**config.mk**
```make
export PLATFORM = sky130hd
export DESIGN_NAME = pipe_stage_reg
export DESIGN_NICKNAME = d
export VERILOG_FILES = /design/src/rtl/pipe_stage_reg_pkg.sv /design/src/rtl/pipe_stage_ctrl.sv /design/src/rtl/pipe_stage_reg.sv
export SDC_FILE = /design/constraint.sdc
export NUM_CORES = 1
export LEC_CHECK = 0
export CAP_MARGIN = 30
export CORE_MARGIN = 3
export CORE_UTILIZATION = 44
export DETAILED_ROUTE_END_ITERATION = 12
export PLACE_DENSITY = 0.81
export SLEW_MARGIN = 0
export SYNTH_ARGS = -nofsm -noshare
export SYNTH_HDL_FRONTEND = slang
export SYNTH_SLANG_ARGS = --single-unit
```
**constraint.sdc**
```tcl
create_clock -name clk -period 1.47 [get_ports clk]
set_input_delay 0.294 -clock clk [delete_from_list [all_inputs] [get_ports clk]]
set_output_delay 0.294 -clock clk [all_outputs]
set_load 0.01 [all_outputs]
```
**src/rtl/pipe_stage_reg_pkg.sv**
```systemverilog
// Shared definitions for the pipeline-stage register: payload width limit and
// the occupancy state encoding used by the stage controller.
package pipe_stage_reg_pkg;

  localparam int MAX_LENGTH = 32;

  typedef enum logic [1:0] {
    ST_EMPTY = 2'd0,
    ST_ONE   = 2'd1,
    ST_TWO   = 2'd2
  } state_e;

endpackage

```
**src/rtl/pipe_stage_ctrl.sv**
```systemverilog
// Occupancy control for one pipeline stage: tracks how many beats are held,
// produces the handshake outputs and the load enables for the data registers.
module pipe_stage_ctrl
  import pipe_stage_reg_pkg::*;
#(
  parameter int SKID = 1
) (
  input  logic       clk,
  input  logic       reset,
  input  logic       flush,
  input  logic       in_valid,
  input  logic       out_ready,
  output logic       in_ready,
  output logic       out_valid,
  output logic [1:0] count,
  output logic       load_main,
  output logic       load_skid,
  output logic       main_sel_skid
);

  if (SKID != 0) begin : g_skid
    state_e state, state_next;
    logic   in_ready_q;
    logic   accept, fire;

    assign accept = in_valid & in_ready_q;
    assign fire   = (state != ST_EMPTY) & out_ready;

    // NOTE: non-blocking assignments for every flop so all state updates see
    // pre-edge values regardless of block evaluation order.
    always_ff @(posedge clk) begin
      if (reset) begin
        state      <= ST_EMPTY;
        in_ready_q <= 1'b1;
      end else begin
        state      <= state_next;
        in_ready_q <= (state_next != ST_TWO);
      end
    end

    // NOTE: every output of this block gets a default first, so no path
    // through the case can leave one unassigned and infer a latch.
    always_comb begin
      state_next    = state;
      load_main     = 1'b0;
      load_skid     = 1'b0;
      main_sel_skid = 1'b0;
      case (state)
        ST_EMPTY: begin
          if (accept) begin
            state_next = ST_ONE;
            load_main  = 1'b1;
          end
        end
        ST_ONE: begin
          if (accept && fire) begin
            load_main = 1'b1;
          end else if (accept) begin
            state_next = ST_TWO;
            load_skid  = 1'b1;
          end else if (fire) begin
            state_next = ST_EMPTY;
          end
        end
        ST_TWO: begin
          if (fire) begin
            state_next    = ST_ONE;
            load_main     = 1'b1;
            main_sel_skid = 1'b1;
          end
        end
        default: state_next = ST_EMPTY;
      endcase
      // Flush only clears validity; data registers are left untouched.
      if (flush) begin
        state_next = ST_EMPTY;
        load_main  = 1'b0;
        load_skid  = 1'b0;
      end
    end

    assign in_ready  = in_ready_q;
    assign out_valid = (state != ST_EMPTY);
    assign count     = state;
  end else begin : g_single
    logic valid_q;
    logic accept, fire;

    assign in_ready = out_ready | ~valid_q;
    assign accept   = in_valid & in_ready;
    assign fire     = valid_q & out_ready;

    always_ff @(posedge clk) begin
      if (reset || flush) valid_q <= 1'b0;
      else if (accept)    valid_q <= 1'b1;
      else if (fire)      valid_q <= 1'b0;
    end

    assign load_main     = accept & ~flush;
    assign load_skid     = 1'b0;
    assign main_sel_skid = 1'b0;
    assign out_valid     = valid_q;
    assign count         = {1'b0, valid_q};
  end

endmodule

```
**src/rtl/pipe_stage_reg.sv**
```systemverilog
// Valid/ready pipeline-stage register with stall, flush and an optional
// two-entry skid buffer; main always holds the oldest beat.
module pipe_stage_reg
  import pipe_stage_reg_pkg::*;
#(
  parameter int               WIDTH     = MAX_LENGTH,
  parameter int               SKID      = 1,
  parameter logic [WIDTH-1:0] RESET_VAL = '0
) (
  input  logic             clk,
  input  logic             reset,
  input  logic             flush,
  input  logic             in_valid,
  input  logic [WIDTH-1:0] in_data,
  output logic             in_ready,
  output logic             out_valid,
  output logic [WIDTH-1:0] out_data,
  input  logic             out_ready,
  output logic [1:0]       count
);

  logic [WIDTH-1:0] main_q, skid_q;
  logic             load_main, load_skid, main_sel_skid;

  pipe_stage_ctrl #(.SKID(SKID)) u_ctrl (
    .clk          (clk),
    .reset        (reset),
    .flush        (flush),
    .in_valid     (in_valid),
    .out_ready    (out_ready),
    .in_ready     (in_ready),
    .out_valid    (out_valid),
    .count        (count),
    .load_main    (load_main),
    .load_skid    (load_skid),
    .main_sel_skid(main_sel_skid)
  );

  // NOTE: the data registers are reset as well, because out_data must show
  // RESET_VAL straight out of reset.
  always_ff @(posedge clk) begin
    if (reset) begin
      main_q <= RESET_VAL;
      skid_q <= RESET_VAL;
    end else begin
      if (load_main) main_q <= main_sel_skid ? skid_q : in_data;
      if (load_skid) skid_q <= in_data;
    end
  end

  assign out_data = main_q;

endmodule

```
==> out/qor.csv, run 1 <==
stage;metric;value;unit
status;outcome;complete, but fails checks;
status;violations;negative setup slack;
worst_setup_path;critPathMaxStageDelay;540;ps
timing;max-slew-margin-rel;0.7529;
synthesis;synth_nets;338;
cells_and_area;nets;440;
pwr;total_leakage_power;2.012;nW
cts;numCtsBuffers;9;
cts;cts_root_buf;clkbuf_8;
worst_setup_path;worstSetupPathType;reg2reg;
worst_setup_path;crit_path_start_kind;flop;
detailed_routing;first_pass_iters;4;
timing;skew;15.17;ps
synthesis;synth.area.top_cells;dfxtp_1 (46%), a311oi_2 (14%), mux2i_1 (11%), nor2_1 (8.6%), nand2_1 (8.4%);
timing;fmax;0.6213;GHz
placed_design;pre_cts_slack;-535.7;ps
timing;setup_slack;-139.6;ps
synthesis;ys_warn_count;0;
min_path;min-delay-start;reset;
timing;setup_viol;64;
detailed_routing;drc_errors;0;
cells_and_area;insertedDiodeCount;0;
detailed_routing;antenna_left;0;
floorplanning;ios;73;
synthesis;synthTopCellsByCount;dfxtp_1 (67), nor2_1 (67), nand2_1 (66), mux2i_1 (33), a311oi_2 (28);
floorplanning;die-height;87.66;um
detailed_routing;viasPerCell;5.239;
timing;tns;-6348;ps
global_route;grt_max_degree;67;
placed_design;port_buffers;72;
synthesis;ys_seq_area_frac;0.4571;
detailed_routing;drt_iter0_drc;78;
synthesis;syn_area_per_cell;9.748;um2
placed_design;place_congestion;0.7752;
global_route;grt_pass1_vias;2626;
global_route;grt_antenna_before_repair;0;
worst_setup_path;crit_path_cell_trace;buf_6 > or4_4 > buf_12 > mux2i_1 > nor2_1;
floorplanning;die_area;0.007684;mm2
floorplanning;initial_core_util;0.4568;
cts;worstSkewPairLatency;330;ps
synthesis;synth-edff-count;0;
worst_setup_path;cp.arrival;1810;ps
pwr;vdd_drop_max;555.1;uV
detailed_routing;wl_per_cell;15.82;um
synthesis;async_flop_share;0;
worst_setup_path;crit_required;1670;ps
synthesis;synth.cell_area;0.002934;mm2
timing;finalHoldViolCount;0;
cts;postCtsHoldBufs;0;
worst_setup_path;crit_path_top_delay_cell;or4_4;
cells_and_area;final_util;0.6797;
timing;tightest_slew;370.7;ps
cts;cts.sinks;67;
global_route;gr-total-overflow;0;
detailed_routing;wl;7674;um
cells_and_area;syn_to_final_growth;48.78;%
worst_setup_path;cp-startpoint;u_ctrl.count[1]$_SDFF_PP0_;
timing;fin_crit;1610;ps
synthesis;yosys.cell_types.count;23;
timing;finalCritPeriodShare;1.095;
placed_design;dpl.cell_count;446;
cells_and_area;final_cells;485;
global_route;grt_pass1_wl;12330;um
cells_and_area;drive_gt1_frac;0.2892;
worst_setup_path;r2r_start;u_ctrl.count[1]$_SDFF_PP0_;
synthesis;ys.flop_type;dfxtp_1;
cts;clock_path_buffers;2;
worst_setup_path;worst-path-max-fanout;23;
cts;path_clk_slew;80;ps
floorplanning;fp.coreArea;0.006422;mm2
timing;fin_hold_ws;210.3;ps
global_route;grt_usage;0.2009;
placed_design;place_hpwl;4313;um
synthesis;netlist.top_cell.by_area;dfxtp_1;
floorplanning;rows;29;
detailed_routing;vias;2541;
synthesis;syn-instance-count;301;
timing;final_max_slew_viol_count;0;
timing;grt_setup_unrepaired;true;
synthesis;yosysTopAreaCellShare;0.4571;
floorplanning;die_w;87.66;um
pwr;power_density;967.2;mW/mm2
min_path;min_path_type;in2reg;
worst_setup_path;critPathCaptureType;flop;
cts;htree_num_levels;3;
synthesis;ys_seq_elements;67;
cts;cts_tree;done;
job;max_cap_violations;0;
logic make-up after synthesis:
family                 synth area share
AO/OA/AOI/OAI                    0.1697
flip-flops                       0.4571
multiplexers                     0.1126
buffers and inverters           0.06354
AND/OR/NAND/NOR                  0.1970
cells in the final DEF, fill, tap and decap left out, types with 2 or more instances in the layout:
| master | instances |
|---|---|
| buf_4 | 23 |
| a311oi_2 | 31 |
| dfxtp_4 | 3 |
| mux2i_1 | 31 |
| buf_12 | 8 |
| mux2i_2 | 2 |
| nor2_1 | 51 |
| clkinv_2 | 3 |
| nor2_2 | 6 |
| clkbuf_16 | 2 |
| clkbuf_8 | 10 |
| clkdlybuf4s50_1 | 33 |
| a311oi_1 | 2 |
| buf_2 | 2 |
| nor2_4 | 10 |
| dlygate4sd2_1 | 37 |
| nand2_1 | 66 |
| dfxtp_1 | 64 |
| buf_6 | 7 |
| buf_8 | 2 |
cell type report:
| type | count | area [um2] |
|---|---|---|
| Clock buffer | 11 | 141.4 |
| Clock inverter | 5 | 52.55 |
| Fill cell | 511 | 2057 |
| Multi-Input combinational cell | 210 | 1539 |
| Sequential cell | 67 | 1353 |
| Tap cell | 77 | 96.34 |
| Timing Repair Buffer | 115 | 1184 |
power breakdown:
group	switching [mW]	leakage, nW	internal [mW]
Combinational	0.346	1.36	0.426
Clock	0.678	0.0991	0.822
Sequential	0.0560	0.548	1.89
Total	1.08	2.01	3.14
metal layers:
metal,global-route usage,share of wire,vias to the layer above
met5,0,0,-
li1,-,-,1240
met2,0.3527,0.51,70
met1,0.2452,0.43,1222
met4,0.05997,0.0096,0
met3,0.04421,0.048,9
final timing paths:
| path | endpoint | slack [ps] | cells past startpoint |
|---|---|---|---|
| worst max-delay path | skid_q[17]$_SDFFE_PP0P_ | -140 | 5 |
| worst min register to register | skid_q[23]$_SDFFE_PP0P_ | 500 | 2 |
| worst min-delay path | u_ctrl.in_ready$_SDFF_PP1_ | 210 | 2 |
| worst max register to register | skid_q[17]$_SDFFE_PP0P_ | -140 | 5 |
stage by stage:
step / area [um2] / total power, mW
after floorplan: 2940 / 2.299
after global placement: 3766 / 2.617
after detailed placement: 3766 / 2.633
after CTS: 4268 / 4.210
after global routing: 4365 / 4.399
final: 4365 / 4.222
what timing repair did:
item	in CTS	in global routing
setup buffers	16	6
setup endpoints to repair	101	66
cloned	4	2
pin swaps	9	13
gates resized for setup	71	25
sequential cells by signal, indices dropped and copies added (netlist names):
name	flops
skid_q	32
u_ctrl.in_ready	1
out_data	32
u_ctrl.count	2
worst max-delay path, delay by kind of cell (launching register included):
kind | cells | cell delay (ps)
buffers and inverters | 2 | 320
and+or+nand+nor | 2 | 610
DFF | 1 | 370
muxes | 1 | 170
No activity file was read; power rests on OpenSTA's default activity.
==> run 2, diff against run 1 <==
--- a/config.mk
+++ b/config.mk
@@ -8,6 +8,7 @@
 export CAP_MARGIN = 30
 export CORE_MARGIN = 3
 export CORE_UTILIZATION = 44
+export CTS_CLUSTER_DIAMETER = 50
 export DETAILED_ROUTE_END_ITERATION = 12
 export PLACE_DENSITY = 0.81
 export SLEW_MARGIN = 0
==> results of run 2 <==
Same layout as run 1: the final DEF is identical, and so are final timing and power.
